## src/rtl/branch_predictor.sv

```systemverilog
// ---------------------------------------------------------------------------
// branch_predictor
//
// Bimodal direction predictor. It holds a table of 2^INDEX_BITS two-bit
// saturating counters (00 strong-NT, 01 weak-NT, 10 weak-T, 11 strong-T),
// indexed by pc[INDEX_BITS+1:2]. Upper PC bits are ignored, so aliasing
// between PCs is allowed.
//
// Ports:
//   clk, rst_n          clock; asynchronous active-low reset
//   lookup_valid/_pc    fetch-stage prediction request
//   pred_valid/_taken   registered prediction, one cycle after the lookup
//   resolve_*           execute-stage outcome, used to train the table
//   mispredict          registered mispredict pulse, one cycle after resolve
//   bht_clear           restart a walk that sets every entry to 01
//   busy                high while the clear walk is running
//
// Optional feature: when the macro BRANCH_PREDICTOR_STATS_EN is defined, the
// free-running counters stat_lookups and stat_mispredicts are added. They are
// cleared by reset only, never by bht_clear.
//
// Reset puts the FSM in CLEAR with pointer 0. The table itself has no reset;
// the walk that follows reset initialises every entry.
// ---------------------------------------------------------------------------
module branch_predictor #(
    parameter int unsigned INDEX_BITS = 6
) (
    input  logic        clk,
    input  logic        rst_n,
    input  logic        lookup_valid,
    input  logic [31:0] lookup_pc,
    output logic        pred_valid,
    output logic        pred_taken,
    input  logic        resolve_valid,
    input  logic [31:0] resolve_pc,
    input  logic        resolve_is_branch,
    input  logic        resolve_taken,
    input  logic        resolve_pred,
    output logic        mispredict,
    input  logic        bht_clear,
    output logic        busy
`ifdef BRANCH_PREDICTOR_STATS_EN
    ,
    output logic [31:0] stat_lookups,
    output logic [31:0] stat_mispredicts
`endif
);

    localparam int unsigned ENTRIES = 1 << INDEX_BITS;

    typedef enum logic {
        IDLE  = 1'b0,
        CLEAR = 1'b1
    } state_e;

    state_e                  state_q, state_d;
    logic [INDEX_BITS-1:0]   ptr_q, ptr_d;
    logic [1:0]              bht_q [ENTRIES];

    logic [INDEX_BITS-1:0]   lookup_idx;
    logic [INDEX_BITS-1:0]   resolve_idx;
    logic                    update_en;
    logic [1:0]              cnt_cur;
    logic [1:0]              cnt_nxt;
    logic                    pred_valid_d, pred_taken_d, mispredict_d;
    logic                    unused_pc_bits;

    assign lookup_idx  = lookup_pc[INDEX_BITS+1:2];
    assign resolve_idx = resolve_pc[INDEX_BITS+1:2];

    // Only the index bits of the PCs take part in the design.
    assign unused_pc_bits = ^{lookup_pc[31:INDEX_BITS+2], lookup_pc[1:0],
                              resolve_pc[31:INDEX_BITS+2], resolve_pc[1:0]};

    assign busy = (state_q == CLEAR);

    // ---------------- clear-walk FSM ----------------
    always_comb begin
        state_d = state_q;
        ptr_d   = ptr_q;
        case (state_q)
            IDLE: begin
                if (bht_clear) begin
                    state_d = CLEAR;
                    ptr_d   = '0;
                end
            end
            CLEAR: begin
                if (bht_clear) begin
                    // A fresh request restarts the walk from entry 0.
                    ptr_d = '0;
                end else begin
                    ptr_d = ptr_q + INDEX_BITS'(1);
                    if (ptr_q == '1) begin
                        state_d = IDLE;
                    end
                end
            end
            default: begin
                state_d = CLEAR;
                ptr_d   = '0;
            end
        endcase
    end

    always_ff @(posedge clk or negedge rst_n) begin
        if (!rst_n) begin
            state_q <= CLEAR;
            ptr_q   <= '0;
        end else begin
            state_q <= state_d;
            ptr_q   <= ptr_d;
        end
    end

    // ---------------- counter update ----------------
    assign update_en = resolve_valid & resolve_is_branch & (state_q == IDLE);
    assign cnt_cur   = bht_q[resolve_idx];

    always_comb begin
        cnt_nxt = cnt_cur;
        if (resolve_taken) begin
            if (cnt_cur != 2'b11) begin
                cnt_nxt = cnt_cur + 2'd1;
            end
        end else begin
            if (cnt_cur != 2'b00) begin
                cnt_nxt = cnt_cur - 2'd1;
            end
        end
    end

    // The walk has priority; training is dropped while it runs.
    always_ff @(posedge clk) begin
        if (state_q == CLEAR) begin
            bht_q[ptr_q] <= 2'b01;
        end else if (update_en) begin
            bht_q[resolve_idx] <= cnt_nxt;
        end
    end

    // ---------------- registered outputs ----------------
    // The table read samples the pre-edge contents, which gives
    // read-before-write on a same-cycle lookup and update.
    assign pred_valid_d = lookup_valid;
    assign pred_taken_d = lookup_valid & (state_q == IDLE) & bht_q[lookup_idx][1];
    assign mispredict_d = resolve_valid & resolve_is_branch &
                          (resolve_taken != resolve_pred);

    always_ff @(posedge clk or negedge rst_n) begin
        if (!rst_n) begin
            pred_valid <= 1'b0;
            pred_taken <= 1'b0;
            mispredict <= 1'b0;
        end else begin
            pred_valid <= pred_valid_d;
            pred_taken <= pred_taken_d;
            mispredict <= mispredict_d;
        end
    end

`ifdef BRANCH_PREDICTOR_STATS_EN
    always_ff @(posedge clk or negedge rst_n) begin
        if (!rst_n) begin
            stat_lookups     <= '0;
            stat_mispredicts <= '0;
        end else begin
            stat_lookups     <= stat_lookups + 32'(lookup_valid);
            stat_mispredicts <= stat_mispredicts + 32'(mispredict);
        end
    end
`endif

endmodule

```

## config.mk

```make
export PLATFORM = sky130hd
export DESIGN_NAME = branch_predictor
export DESIGN_NICKNAME = d
export VERILOG_FILES = /design/src/rtl/branch_predictor.sv
export SDC_FILE = /design/constraint.sdc
export NUM_CORES = 1
export LEC_CHECK = 0
export BUFFER_PORTS_ARGS = -buffer_cell sky130_fd_sc_hd__clkbuf_2
export CELL_PAD_IN_SITES_DETAIL_PLACEMENT = 0
export CELL_PAD_IN_SITES_GLOBAL_PLACEMENT = 2
export CORE_MARGIN = 8
export CORE_UTILIZATION = 40
export CTS_CLUSTER_DIAMETER = 80
export DETAILED_ROUTE_END_ITERATION = 7
export GPL_ROUTABILITY_DRIVEN = 0
export PLACE_DENSITY_LB_ADDON = 0.1
export SYNTH_ARGS = -nofsm -noshare
export SYNTH_HDL_FRONTEND = slang
export SYNTH_SLANG_ARGS = --single-unit
export TNS_END_PERCENT = 1
```

## constraint.sdc

```tcl
create_clock -name clk -period 5.3 [get_ports clk]
set_clock_uncertainty 0.1 [all_clocks]
set_input_delay 0.53 -clock clk [delete_from_list [all_inputs] [get_ports clk]]
set_output_delay 0.53 -clock clk [all_outputs]
set_load 0.01 [all_outputs]
```

# Word level (Yosys, flattened, before mapping)
# Memory sizes are Yosys's and may differ from the RTL's.
# Cells that the tools add are included.
# Widths: inputs -> output; s select.
[classes] muxes=18 reduce_logical=2 add_sub_neg=3 bitwise_logic=6 eq_ne=4
[ops] op="$mux 6" count=3
[ops] op="$pmux 6 s2" count=1
[ops] op="$mux 1" count=9
[ops] op="$mux 2" count=4
[ops] op="$add 6x1->6 const B" count=1
[ops] op="$eq 6x6->1 const B" count=1
[ops] op="$and 1x1->1" count=5
[ops] op="$ne 2x2->1 const B" count=2
[ops] op="$add 2x1->2 const B" count=1
[ops] op="$pmux 1 s2" count=1
[ops] op="$reduce_bool 2->1" count=1
[ops] op="$reduce_or 2->1" count=1
[ops] op="$sub 2x1->2 const B" count=1
[ops] op="$ne 1x1->1" count=1
[ops] op="$not 1->1" count=1
[totals] mem_count=1 in_bits=72 reg_bits=10 out_inout_bits=4 wordCells=39 ramBits=128
[mem_list] name="bht_q" words=64 word_bits=2 rd=2 rd_clocked_by_memory_dff=0 wr=1 line_no="58" rtl="logic [1:0] bht_q [ENTRIES];"

# Longest topological paths before layout
# Gate-level depths: netlist (run 1).
[depth] word_depth=7 depth_mapped=9 ltp_nobuf=7

# Worst setup path after synthesis (run 1)
# OpenSTA, ideal clock, no wires.
[synth_path] kind="input port to flip-flop" startpoint="input port resolve_pc[2]" endpoint="memory bht_q[0][0] (data pin)" arrival_ns=4.781 path_slack_ns=-0.283 stages=9 n_path_buf=2 cell_sequence="buf_2 -> buf_2 -> mux4_2 -> a22oi_1 -> nand3_1 -> o21ai_0 -> o21a_1 -> a21oi_1 -> o21ai_0"
[synth_via] elab_chain_len=5 word_cells_on_any_way=9
[synth_rtl] element="from (decl)" line_no="35" rtl="input logic [31:0] resolve_pc,"
[synth_rtl] element="$mem_v2 64x2 (*)"
[synth_rtl] element="$sub 2x1->2, or another cell as far along" line_no="128" rtl="cnt_nxt = cnt_cur - 2'd1;"
[synth_rtl] element="$mux 2, on equally long branches" line_no="127, 123"
[synth_rtl] element="$mux 2 (*)" line_no="122" rtl="if (resolve_taken) begin"
[synth_rtl] element="$mux 2 (no line) (*)"
[synth_rtl] element="to (decl)" line_no="58"
# Every way passes the cells marked *; elsewhere a longest branch is shown, timed or not.

# Worst setup path after layout (run 1)
[layout_path] startpoint="input port resolve_pc[2]" endpoint="memory bht_q[50][1] (data pin)"
# The elaborated chain is that of the path after synthesis.

==> Implementation_results.wiki, run 1 <==
{| class="wikitable"
! Metric !! Value
|-
| Worst-margin pin slew || around 0.87 ns
|-
| Clock transition at the registers of the reported paths || around 0.05 ns
|-
| Per-cell routed wire length || 23.6 microns
|-
| Clock tree from TritonCTS || built
|-
| Critical setup path kind || in -> reg
|-
| Path category of the worst min-delay check || in -> reg
|-
| Flop and latch count out of synthesis || 138
|-
| Leakage power || 2.57 nW
|-
| Worst hold path stage count || 1
|-
| Overall fraction of global-route tracks in use || 0.168
|-
| CP required || between 5 and 6 ns
|-
| Sequential group share of total power || 0.461
|-
| Total number of yosys warnings || 0
|-
| Post-detailed-route count of antenna-violating nets || 0
|-
| Worst rel slew slack || 0.417
|-
| Critical path, cell by cell || clkbuf_2 > buf_12 > mux4_2 > mux2i_1 > o22ai_1 > o21ai_0 > o21ai_0 > o21ai_0 > a21oi_4 > buf_4
|-
| P_sw || roughly 0.55 mW
|-
| Residual DRC || 0
|-
| Share of total power in combinational logic || 0.051
|-
| Commonest cells after routing, fill and taps aside || edfxtp_1, nor2_1, mux4_2
|-
| Internal power || 2.02 mW
|-
| Initial antenna violation count || 0
|-
| Number of DRC violations after detailed-routing iteration 0 || 281
|-
| Status || finished clean
|-
| Number of maximum-capacitance violations || 0
|-
| Number of enable flip-flop cells after synthesis || between 100 and 150
|-
| Delay of the slowest cell on the worst path || 0.52 ns
|-
| Most frequent standard cell in the layout excluding fill and tap cells || edfxtp_1
|-
| Number of clock sinks || 138
|-
| Number of instances in the synthesized netlist || 405
|-
| Period utilisation layout || 0.662
|-
| Core footprint || 0.0157 sq mm
|-
| Filler cells || 1,391
|-
| Total CTS buffers || 17
|-
| Buffer count from post-CTS setup fixing || 0
|-
| Detailed-route via count || 3,673
|-
| Post-Syn Area per Cell || 15.7 sq um
|-
| Capture endpoint of the worst hold path || pred_valid
|-
| Util after Layout || 0.467
|-
| Relative contribution of the clock network to total power || 0.488
|-
| Maximum number of pins on one net before global-route repair || 45
|-
| Post-synth cell types || 34
|-
| Critical path's slowest cell || mux4_2
|-
| Setup_tns || 0 ns
|-
| Kind of capture point of the worst setup path || flop
|-
| Insertion delay to the later sink of the worst-skew pair || about 0.42 ns
|-
| Layout area overhead || 15.7%
|-
| Arrival time at the worst endpoint || 3.52 ns
|-
| Largest vdd supply drop || between 0.2 and 0.25 mV
|-
| Crit Reg-Reg Startpoint || bht_q[3][1]
|-
| Post-Syn Nets || 478
|-
| Layout cells sized above 1 || 0.251
|-
| Crit-path max FO || between 40 and 50
|-
| Global-route wire length before repair || approximately 24 mm
|-
| Tmin final || approximately 3.5 ns
|-
| Unrepaired setup endpoints after global routing || no
|-
| DIE WIDTH || roughly 140 microns
|-
| Count of H-tree levels built during CTS || 4
|-
| Portion of the post-synthesis area used by sequential elements || 0.645
|-
| Min-delay src || lookup_valid
|-
| Pwr dens || between 300 and 400 mW/mm^2
|-
| Deepest clock path buffer count || 2
|-
| Detailed Routing Iterations Pass 1 || 4
|-
| Multi-input gate area in the final layout || 0.00218 sq mm
|-
| Detailed-route wire length || 15.6 mm
|-
| Reg-to-reg endpoint || bht_q[50][1]
|-
| Vias in the first global route || 3,847
|-
| Reg-to-reg setup timing slack || 2.37 ns
|-
| Final net count || 506
|-
| Number of setup violations in the final report || 0
|-
| Per-cell via count in the routed design || 5.55
|-
| Number of cell instances on the worst register-to-register path || 8
|-
| Highest attainable clock frequency || between 200 and 300 MHz
|-
| Async set-reset flop share out of synthesis || 0.0725
|-
| Switching share of power || 0.213
|-
| Post-synth design cell area || 0.00635 sq mm
|-
| Top-Level Pins || 76
|-
| Initial Util || 0.404
|-
| Estimated wirelength of the detail-placed design || 10.6 mm
|-
| Number of placement rows || 46
|-
| Storage element area || 0.00410 sq mm
|-
| Pins Over Slew Limit || 0
|-
| Post-synth top flop || edfxtp_1
|-
| Count of port buffers added during placement || 23
|-
| Die ar. || around 0.020 sq mm
|-
| Total congestion overflow || 0
|-
| Final hold violation count || 0
|-
| Die Span Y || 142 microns
|-
| Most frequent cell on the critical path || o21ai_0
|-
| Clock root buffer || clkbuf_16
|-
| Antenna diode count || 0
|-
| Sort of element at the start of the critical path || primary input
|}
[registers in the layout (all words and copies together), names as in the netlist]
register,flops
busy,1
pred_valid,1
ptr_q,6
mispredict,1
pred_taken,1
bht_q,128
[critical path, delay by kind of cell]
family / cells / cell delay, ns
muxes: 2 / 0.78
AOI/OAI and AO/OA: 5 / 1.01
buffers and inverters: 3 / 1.13
[worst max path at each step]
| stage | startpoint | slack (ns) | cells after the start | to |
|---|---|---|---|---|
| floorplan | resolve_pc[3] | 0.80 | 9 | bht_q[0][1] |
| CTS | resolve_pc[2] | 1.73 | 10 | bht_q[53][1] |
| detailed placement | resolve_pc[2] | 1.32 | 10 | bht_q[41][1] |
| global route | resolve_pc[2] | 1.47 | 10 | bht_q[50][1] |
| finish | resolve_pc[2] | 1.79 | 10 | bht_q[50][1] |
| global placement | resolve_pc[2] | 1.29 | 10 | bht_q[41][1] |
[stage by stage]
step	worst slack (ns)	instances	power (mW)	hold WS, ns	cell area (sq um)
CTS	1.73	662	2.59	0.114	7340
global placement	1.29	629	1.34	0.308	6710
detailed placement	1.32	629	1.34	0.319	6710
finish	1.79	662	2.57	0.133	7340
floorplan	0.802	405	1.29	0.134	6350
global route	1.47	662	2.64	0.125	7340
[synthesized netlist by cell type (4+ instances only)]
| cell type | n | share of area |
|---|---|---|
| mux2i_1 | 7 | 0.011 |
| edfxtp_1 | 128 | 0.61 |
| dfrtp_1 | 9 | 0.035 |
| nand2b_1 | 5 | 0.0049 |
| o21a_1 | 4 | 0.0047 |
| clkbuf_1 | 13 | 0.0077 |
| a22oi_1 | 6 | 0.0071 |
| or3_1 | 5 | 0.0049 |
| nor2_1 | 76 | 0.045 |
| buf_2 | 4 | 0.0032 |
| o21ai_0 | 15 | 0.012 |
| nand3_1 | 15 | 0.012 |
| mux4_2 | 53 | 0.19 |
| nand4_1 | 4 | 0.0039 |
| nand2_1 | 30 | 0.018 |
[cell type report]
cell class | instances | share of cell area
Sequential cell | 138 | 0.558
Tap cell | 216 | 0.0368
Timing Repair Buffer | 28 | 0.0228
Inverter | 3 | 0.00153
Clock inverter | 13 | 0.0257
Multi-Input combinational cell | 245 | 0.296
Clock buffer | 19 | 0.0590
[cell families after synthesis]
group                      synth area share
DFF                                   0.645
xor gates and xnor gates            0.00690
adders and majority gates           0.00197
AOI/OAI and AO/OA                    0.0359
muxes                                 0.199
and+or+nand+nor                      0.0956
buffers and inverters                0.0156
[timing repair]
item / in CTS / in global routing
hold buffers: 1 / 0
hold endpoints to repair: 9 / 0
gates resized for setup: 0 / 0
[per-layer routing]
metal / global-route usage / wire (microns) / up-vias
met5: 0 / 0 / -
met4: 0.0678 / 268 / 0
met3: 0.0392 / 808 / 19
met2: 0.267 / 7650 / 92
met1: 0.219 / 6880 / 1906
li1: - / - / 1656
[power by group through the flow]
stage | logic [mW] | clock network, mW | registers, mW
2_1_floorplan | 0.0832 | 0 | 1.21
3_3_place_gp | 0.132 | 0 | 1.21
3_5_place_dp | 0.132 | 0 | 1.21
4_1_cts | 0.133 | 1.28 | 1.18
5_1_grt | 0.141 | 1.31 | 1.19
6_report | 0.130 | 1.25 | 1.18
No activity file was read; power rests on OpenSTA's default activity.
==> inputs of run 2 (changes only) <==
Settings changed: CORE_UTILIZATION 40 to 38.
Clock period 5.3 ns to 3.15 ns, I/O delays scaled along.
==> Implementation_results.wiki, run 2 (synthesis results as in run 1) <==
{| class="wikitable"
! Metric !! Value
|-
| Initial antenna violation count || 0 (unchanged)
|-
| P_sw || 0.925 mW (+69%)
|-
| Highest attainable clock frequency || 362 MHz
|-
| PnR worst setup slack || 0.384 ns (-1.41 ns)
|-
| Commonest cells after routing, fill and taps aside || edfxtp_1, nor2_1, mux4_2
|-
| Path category of the worst min-delay check || in -> reg
|-
| Number of cell instances on the worst register-to-register path || 10 (+2)
|-
| Detailed-route via count || 3,679 (+0.16%)
|-
| Number of placement rows || 47 (+2.2%)
|-
| Internal power || 3.49 mW (+73%)
|-
| Sort of element at the start of the critical path || flop
|-
| Post-cts resize count || 0 (unchanged)
|-
| Worst rel slew slack || 0.399 (-0.0181)
|-
| Crit-path max FO || 48 (+9.1%)
|-
| Delay of the slowest cell on the worst path || 0.53 ns (about the same)
|-
| Per-cell via count in the routed design || 5.42 (-2.3%)
|-
| Total congestion overflow || 0 (unchanged)
|-
| Worst hold path stage count || 3 (+2)
|-
| Number of DRC violations after detailed-routing iteration 0 || 254 (-9.6%)
|-
| Clock transition at the registers of the reported paths || 0.06 ns (about the same)
|-
| Final worst hold slack || 0.0527 ns (-0.0807 ns)
|-
| Residual DRC || 0 (unchanged)
|-
| Post-detailed-route count of antenna-violating nets || 0 (unchanged)
|-
| Clock root buffer || clkbuf_16
|-
| Leakage power || 2.68 nW (+4.4%)
|-
| Deepest clock path buffer count || 2 (unchanged)
|-
| Clock tree from TritonCTS || built
|-
| Pwr dens || 585 mW/mm^2 (+67%)
|-
| Number of flip-flops under the largest register name || 128 (unchanged)
|-
| Total CTS buffers || 17 (unchanged)
|-
| Most frequent standard cell in the layout excluding fill and tap cells || edfxtp_1
|-
| Post-Place Setup Slack || 0.0492 ns (-1.27 ns)
|-
| Critical path's slowest cell || mux4_2
|-
| Top-Level Pins || 76 (unchanged)
|-
| Met3 track demand over resource in global routing || 0.0473 (+0.00802)
|-
| Util after Layout || 0.458 (-0.00914)
|-
| Met2 GRT Util || 0.243 (-0.0236)
|-
| Core footprint || 0.0165 sq mm (+4.8%)
|-
| Per-cell routed wire length || 23.5 microns (-0.41%)
|-
| Maximum number of pins on one net before global-route repair || 49 (+8.9%)
|-
| Critical setup path kind || reg -> reg
|-
| Global-route wire length before repair || 24.8 mm (+3.1%)
|-
| Final Instance Count excl. Fillers || 679 (+2.6%)
|-
| Detailed Routing Iterations Pass 1 || 5 (+1)
|-
| Largest register by flop count || bht_q
|-
| Setup_tns || 0 ns (unchanged)
|-
| Estimated wirelength of the detail-placed design || 11.0 mm (+3.7%)
|-
| Largest vdd supply drop || 0.338 mV (+56%)
|-
| Count of port buffers added during placement || 23 (unchanged)
|-
| Initial Util || 0.386 (-0.0185)
|-
| Relative contribution of the clock network to total power || 0.495 (+0.007)
|-
| Number of maximum-capacitance violations || 0 (unchanged)
|-
| Global routing met1 resource utilization || 0.217 (-0.00126)
|-
| Vias in the first global route || 3,930 (+2.2%)
|-
| Layout area overhead || 18.8%
|-
| Die Span Y || 145 microns (+2.3%)
|-
| Unrepaired setup endpoints after global routing || no
|-
| Routing layer with the top usage in global route || met2
|-
| Capture endpoint of the worst hold path || mispredict
|-
| Registers with the most flip-flops || bht_q: 128 flops, ptr_q: 6 flops
|-
| Filler cells || 1,488 (+7.0%)
|-
| Number of clock sinks || 138 (unchanged)
|-
| Buffer count from post-CTS setup fixing || 0 (unchanged)
|-
| Final net count || 519 (+2.6%)
|-
| Min-delay src || resolve_is_branch
|-
| Insertion delay to the later sink of the worst-skew pair || 0.42 ns (about the same)
|-
| Reg-to-reg setup timing slack || 0.38 ns (-1.99 ns)
|-
| CP required || 3.19 ns (-2.12 ns)
|-
| Crit Reg-Reg Startpoint || bht_q[3][0]
|-
| Share of total power in combinational logic || 0.054 (+0.003)
|-
| Antenna diode count || 0 (unchanged)
|-
| Final hold violation count || 0 (unchanged)
|-
| Reg-to-reg endpoint || bht_q[58][1]
|-
| Die ar. || 0.0211 sq mm (+4.7%)
|-
| DIE WIDTH || 145 microns (+2.3%)
|-
| Overall fraction of global-route tracks in use || 0.158 (-0.00960)
|-
| Sequential group share of total power || 0.452 (-0.009)
|-
| Most frequent cell on the critical path || o21ai_0
|-
| Count of H-tree levels built during CTS || 4 (unchanged)
|-
| Hold buffers post-CTS || 2 (+1)
|-
| Switching share of power || 0.210 (-0.00391)
|-
| Tmin final || 2.77 ns
|-
| Worst-margin pin slew || 0.898 ns (+0.0270 ns)
|-
| Detailed-route wire length || 15.9 mm (+2.1%)
|-
| Number of setup violations in the final report || 0 (unchanged)
|-
| Period utilisation layout || 0.878
|-
| Kind of capture point of the worst setup path || flop
|-
| Status || finished clean
|-
| Layout cells sized above 1 || 0.272 (+0.0212)
|-
| Arrival time at the worst endpoint || 2.81 ns (-0.71 ns)
|-
| Critical path, cell by cell || mux4_2 > a22oi_1 > nand3_1 > o21ai_0 > buf_4 > o21ai_0 > o21ai_0 > buf_4 > a21oi_4 > buf_12
|-
| Cell count after placement || 645 (+2.5%)
|-
| Pins Over Slew Limit || 0 (unchanged)
|}
## run 2: changes by cell type in the layout (fill, tap and decap cells not counted), sizes merged
cell	change
buf	+12
clkbuf	-2
clkinv	+2
clkinvlp	-2
bufinv	+1
dlygate4sd3	+1
inv	+1
## run 2: power groups by stage
stage	registers [mW]	logic, mW	clock network, mW
final	1.99	0.236	2.18
after global routing	1.99	0.259	2.29
after CTS	1.99	0.242	2.22
after detailed placement	2.03	0.240	0
after global placement	2.03	0.239	0
after floorplan	2.03	0.142	0
## run 2: area by class of cell
type	count	area, sq um	share of cell area
clock inverters	15	218	0.0289
well taps	220	275	0.0365
clock buffers	17	425	0.0564
inverters	3	11.3	0.00149
repair buffers	41	343	0.0454
flip-flops and latches	138	4100	0.543
multi-input cells	245	2180	0.289
## run 2: routing by layer
layer | vias up | wire length [microns] | part of all wire
met5 | - | 0 | 0
li1 | 1678 | - | -
met3 | 4 | 942 | 0.059
met2 | 107 | 7580 | 0.48
met4 | 0 | 78 | 0.0049
met1 | 1890 | 7340 | 0.46
## run 2: worst max-delay path: cells and delay by family, from the launching register on
kind                   cells  cell delay (ns)
AOI/OAI and AO/OA          5             0.87
muxes                      1             0.53
DFF                        1             0.37
and+or+nand+nor            1             0.10
buffers and inverters      3             0.50
## run 2: how the worst max path moves through the flow
| stage | from | endpoint | slack [ns] | depth (start not counted) |
|---|---|---|---|---|
| 3_5_place_dp | resolve_pc[2] | bht_q[24][1] | 0.05 | 12 |
| 5_1_grt | bht_q[3][1] | bht_q[17][1] | 0.14 | 9 |
| 3_3_place_gp | resolve_pc[2] | bht_q[24][1] | 0.04 | 12 |
| 2_1_floorplan | resolve_pc[3] | bht_q[0][1] | -0.26 | 9 |
| 4_1_cts | bht_q[3][0] | bht_q[29][1] | 0.38 | 10 |
| 6_report | bht_q[3][0] | bht_q[58][1] | 0.38 | 10 |
## run 2: stage by stage
stage	total power, mW	area, sq um
after floorplan	2.17	6360
after global placement	2.27	6880
after detailed placement	2.27	6880
after CTS	4.46	7540
after global routing	4.54	7540
final	4.41	7540
==> inputs of run 3 (changes only) <==
Settings changed: ABC_AREA from default to 1, CORE_UTILIZATION 38 to 34, CTS_BUF_LIST from default to sky130_fd_sc_hd__clkbuf_2.
==> Implementation_results.wiki, run 3 <==
{| class="wikitable"
! Metric !! Value
|-
| Status || finished clean
|-
| Number of flip-flops under the largest register name || 128 (unchanged)
|-
| Cell family with the largest share of critical-path delay || buffers and inverters
|-
| Worst hold path stage count || 2 (-1)
|-
| Synth cell count leaders || nand2_1, nand3_1, edfxtp_1
|-
| Global-route wire length before repair || 31.6 mm (+28%)
|-
| Per-cell via count in the routed design || 5.04 (-7.0%)
|-
| Final worst hold slack || 0.153 ns (+0.100 ns)
|-
| Arrival time at the worst endpoint || 3.39 ns (+0.58 ns)
|-
| Internal power || 2.63 mW (-24%)
|-
| Clock transition at the registers of the reported paths || 0.21 ns (+0.15 ns)
|-
| Overall fraction of global-route tracks in use || 0.177 (+0.0188)
|-
| Portion of the post-synthesis area used by sequential elements || 0.607 (-0.0382)
|-
| Detailed Routing Iterations Pass 1 || 5 (unchanged)
|-
| Vias in the first global route || 5,231 (+33%)
|-
| Detailed-route wire length || 20.9 mm (+31%)
|-
| Number of maximum-capacitance violations || 0 (unchanged)
|-
| Top-Level Pins || 76 (unchanged)
|-
| PnR worst setup slack || 0.289 ns (-0.0951 ns)
|-
| Count of H-tree levels built during CTS || 4 (unchanged)
|-
| Kind of capture point of the worst setup path || flop
|-
| Worst-margin pin slew || 1.01 ns (+0.114 ns)
|-
| Post-synth design cell area || 0.00675 sq mm (+6.3%)
|-
| Leading area contributor after synthesis || edfxtp_1
|-
| Number of instances in the synthesized netlist || 719 (+78%)
|-
| Critical path, cell by cell || o21ai_0 > nor2_1 > o31ai_1 > nand3_1 > nand3_1 > dlygate4sd3_1 > a21oi_1 > dlygate4sd3_1
|-
| Relative contribution of the clock network to total power || 0.350 (-0.145)
|-
| Number of clock sinks || 138 (unchanged)
|-
| Sort of element at the start of the critical path || flop
|-
| Critical path's slowest cell || dlygate4sd3_1
|-
| Post-synth cell types || 31 (-8.8%)
|-
| Synth top area cells || edfxtp_1, nand2_1, nand3_1
|-
| Total CTS buffers || 17 (unchanged)
|-
| Crit-path max FO || 2 (-96%)
|-
| Count of port buffers added during placement || 23 (unchanged)
|-
| Post-detailed-route count of antenna-violating nets || 0 (unchanged)
|-
| Total number of yosys warnings || 0 (unchanged)
|-
| Initial antenna violation count || 1 (+1)
|-
| Registers with the most flip-flops || bht_q: 128 flops, ptr_q: 6 flops
|-
| Power Total || 3.62 mW (-18%)
|-
| Async set-reset flop share out of synthesis || 0.0725 (unchanged)
|-
| Post-Syn Area per Cell || 9.38 sq um (-40%)
|-
| Path category of the worst min-delay check || in -> reg
|-
| Highest attainable clock frequency || 349 MHz (-3.3%)
|-
| Post-Syn Nets || 792 (+66%)
|-
| Clock tree from TritonCTS || built
|-
| Min-delay src || lookup_valid
|-
| Layout area overhead || 13.7%
|-
| Switching share of power || 0.272 (+0.0628)
|-
| CP required || 3.68 ns (+0.49 ns)
|-
| Maximum number of pins on one net before global-route repair || 65 (+33%)
|-
| Number of cell instances on the worst register-to-register path || 8 (-2)
|-
| Die ar. || 0.0246 sq mm (+17%)
|-
| Post-cts resize count || 0 (unchanged)
|-
| Pwr dens || 472 mW/mm^2 (-19%)
|-
| Reg-to-reg endpoint || pred_taken
|-
| Largest vdd supply drop || 0.221 mV (-35%)
|-
| Per-cell routed wire length || 20.2 microns (-14%)
|-
| Total congestion overflow || 0 (unchanged)
|-
| Estimated wirelength of the detail-placed design || 13.5 mm (+23%)
|-
| Residual DRC || 0 (unchanged)
|-
| Reg-to-reg setup timing slack || 0.29 ns (-0.10 ns)
|-
| Most frequent standard cell in the layout excluding fill and tap cells || nand2_1
|-
| Number of setup violations in the final report || 0 (unchanged)
|-
| Unrepaired setup endpoints after global routing || no
|-
| Deepest clock path buffer count || 2 (unchanged)
|-
| Commonest cells after routing, fill and taps aside || nand2_1, nand3_1, edfxtp_1
|-
| Pins Over Slew Limit || 0 (unchanged)
|-
| Share of total power in combinational logic || 0.100 (+0.046)
|-
| P_sw || 0.986 mW (+6.6%)
|-
| Period utilisation layout || 0.908 (+0.0302)
|-
| Critical setup path kind || reg -> reg
|-
| Delay of the slowest cell on the worst path || 0.62 ns (+0.09 ns)
|-
| Filler cells || 1,947 (+31%)
|-
| Flop and latch count out of synthesis || 138 (unchanged)
|-
| Detailed-route via count || 5,223 (+42%)
|-
| Crit Reg-Reg Startpoint || bht_q[62][1]
|-
| Post-Place Setup Slack || -0.113 ns (-0.162 ns)
|-
| Number of DRC violations after detailed-routing iteration 0 || 363 (+43%)
|-
| DIE WIDTH || 157 microns (+8.0%)
|-
| Worst rel slew slack || 0.324 (-0.0756)
|-
| Largest register by flop count || bht_q
|-
| Initial Util || 0.347 (-0.0389)
|-
| Count of buffering cells on the critical path with inverters included || 2 (-1)
|-
| Post-synth top flop || edfxtp_1
|-
| Sequential group share of total power || 0.550 (+0.098)
|-
| Die Span Y || 157 microns (+8.0%)
|-
| Layout cells sized above 1 || 0.130 (-0.142)
|-
| Core footprint || 0.0195 sq mm (+18%)
|-
| Final hold violation count || 0 (unchanged)
|-
| Util after Layout || 0.394 (-0.0641)
|-
| Leakage power || 2.90 nW (+8.2%)
|-
| Number of enable flip-flop cells after synthesis || 128 (unchanged)
|-
| Number of placement rows || 51 (+8.5%)
|-
| Share of Yosys cell area claimed by the top area cell type || 0.570 (-0.0358)
|-
| Tmin final || 2.86 ns (+0.0951 ns)
|-
| Final net count || 830 (+60%)
|-
| Top-count cell post-synth || nand2_1
|-
| Insertion delay to the later sink of the worst-skew pair || 0.73 ns (+0.31 ns)
|-
| Buffer count from post-CTS setup fixing || 0 (unchanged)
|-
| Capture endpoint of the worst hold path || pred_valid
|-
| Clock root buffer || clkbuf_2
|}
run 3: cell count changes in the layout (fill, tap and decap cells not counted), moves of 9 or more:
cell           change
nor2_1            +12
nand2_1          +182
dlygate4sd3_1      +9
mux4_2            -53
clkbuf_16         -17
o21ai_0           +11
inv_1             +15
a21oi_1           +11
clkbuf_2          +17
nand3_1          +117
run 3: worst max path at each step:
stage                       start            to  cells past startpoint
floorplan           resolve_pc[4]   bht_q[0][0]                     11
global placement    resolve_pc[2]  bht_q[27][1]                     14
detailed placement  resolve_pc[2]  bht_q[27][1]                     14
CTS                          busy  bht_q[13][1]                      5
global route                 busy  bht_q[30][1]                      5
finish               bht_q[62][1]    pred_taken                      8
run 3: area by class of cell:
class,count,area [sq um],area share
Clock inverter,15,216,0.0282
Timing Repair Buffer,55,470,0.0613
Tap cell,265,332,0.0432
Clock buffer,17,85.1,0.0111
Inverter,26,97.6,0.0127
Antenna cell,1,2.50,0.000326
Multi-Input combinational cell,519,2370,0.309
Sequential cell,138,4100,0.534
run 3: metrics by stage:
step                TNS, ns  cell area (sq um)  cells
floorplan                 0               6750    719
detailed placement    -2.25               7260    992
finish                    0               7670   1036
CTS                       0               7670   1035
global route              0               7670   1036
global placement      -1.51               7260    992
run 3: power groups by stage:
stage	registers, mW	clock network [mW]	logic, mW
final	1.99	1.27	0.363
after global placement	2.03	0	0.351
after CTS	1.99	1.30	0.366
after floorplan	2.03	0	0.201
after global routing	1.99	1.35	0.396
after detailed placement	2.03	0	0.353
run 3: repair_timing:
action | in CTS | in global routing
setup endpoints to repair | 0 | 0
hold buffers | 11 | 0
endpoints found under the hold margin | 20 | 0
run 3: per-layer routing:
metal  routed length [microns]  GRT usage  vias to the layer above
met4                       235     0.0503                        0
met1                      9470      0.221                     2548
met5                         0          0                        -
li1                          -          -                     2572
met3                       644     0.0309                       16
met2                     10600      0.309                       87
run 3: cell families after synthesis:
group / Yosys count / share of synthesized area
flip-flops: 138 / 0.607
AO/OA/AOI/OAI: 56 / 0.0508
AND/OR/NAND/NOR: 461 / 0.296
adder cells (fa/ha/maj): 1 / 0.00185
buffers and inverters: 62 / 0.0436
XOR/XNOR: 1 / 0.00130
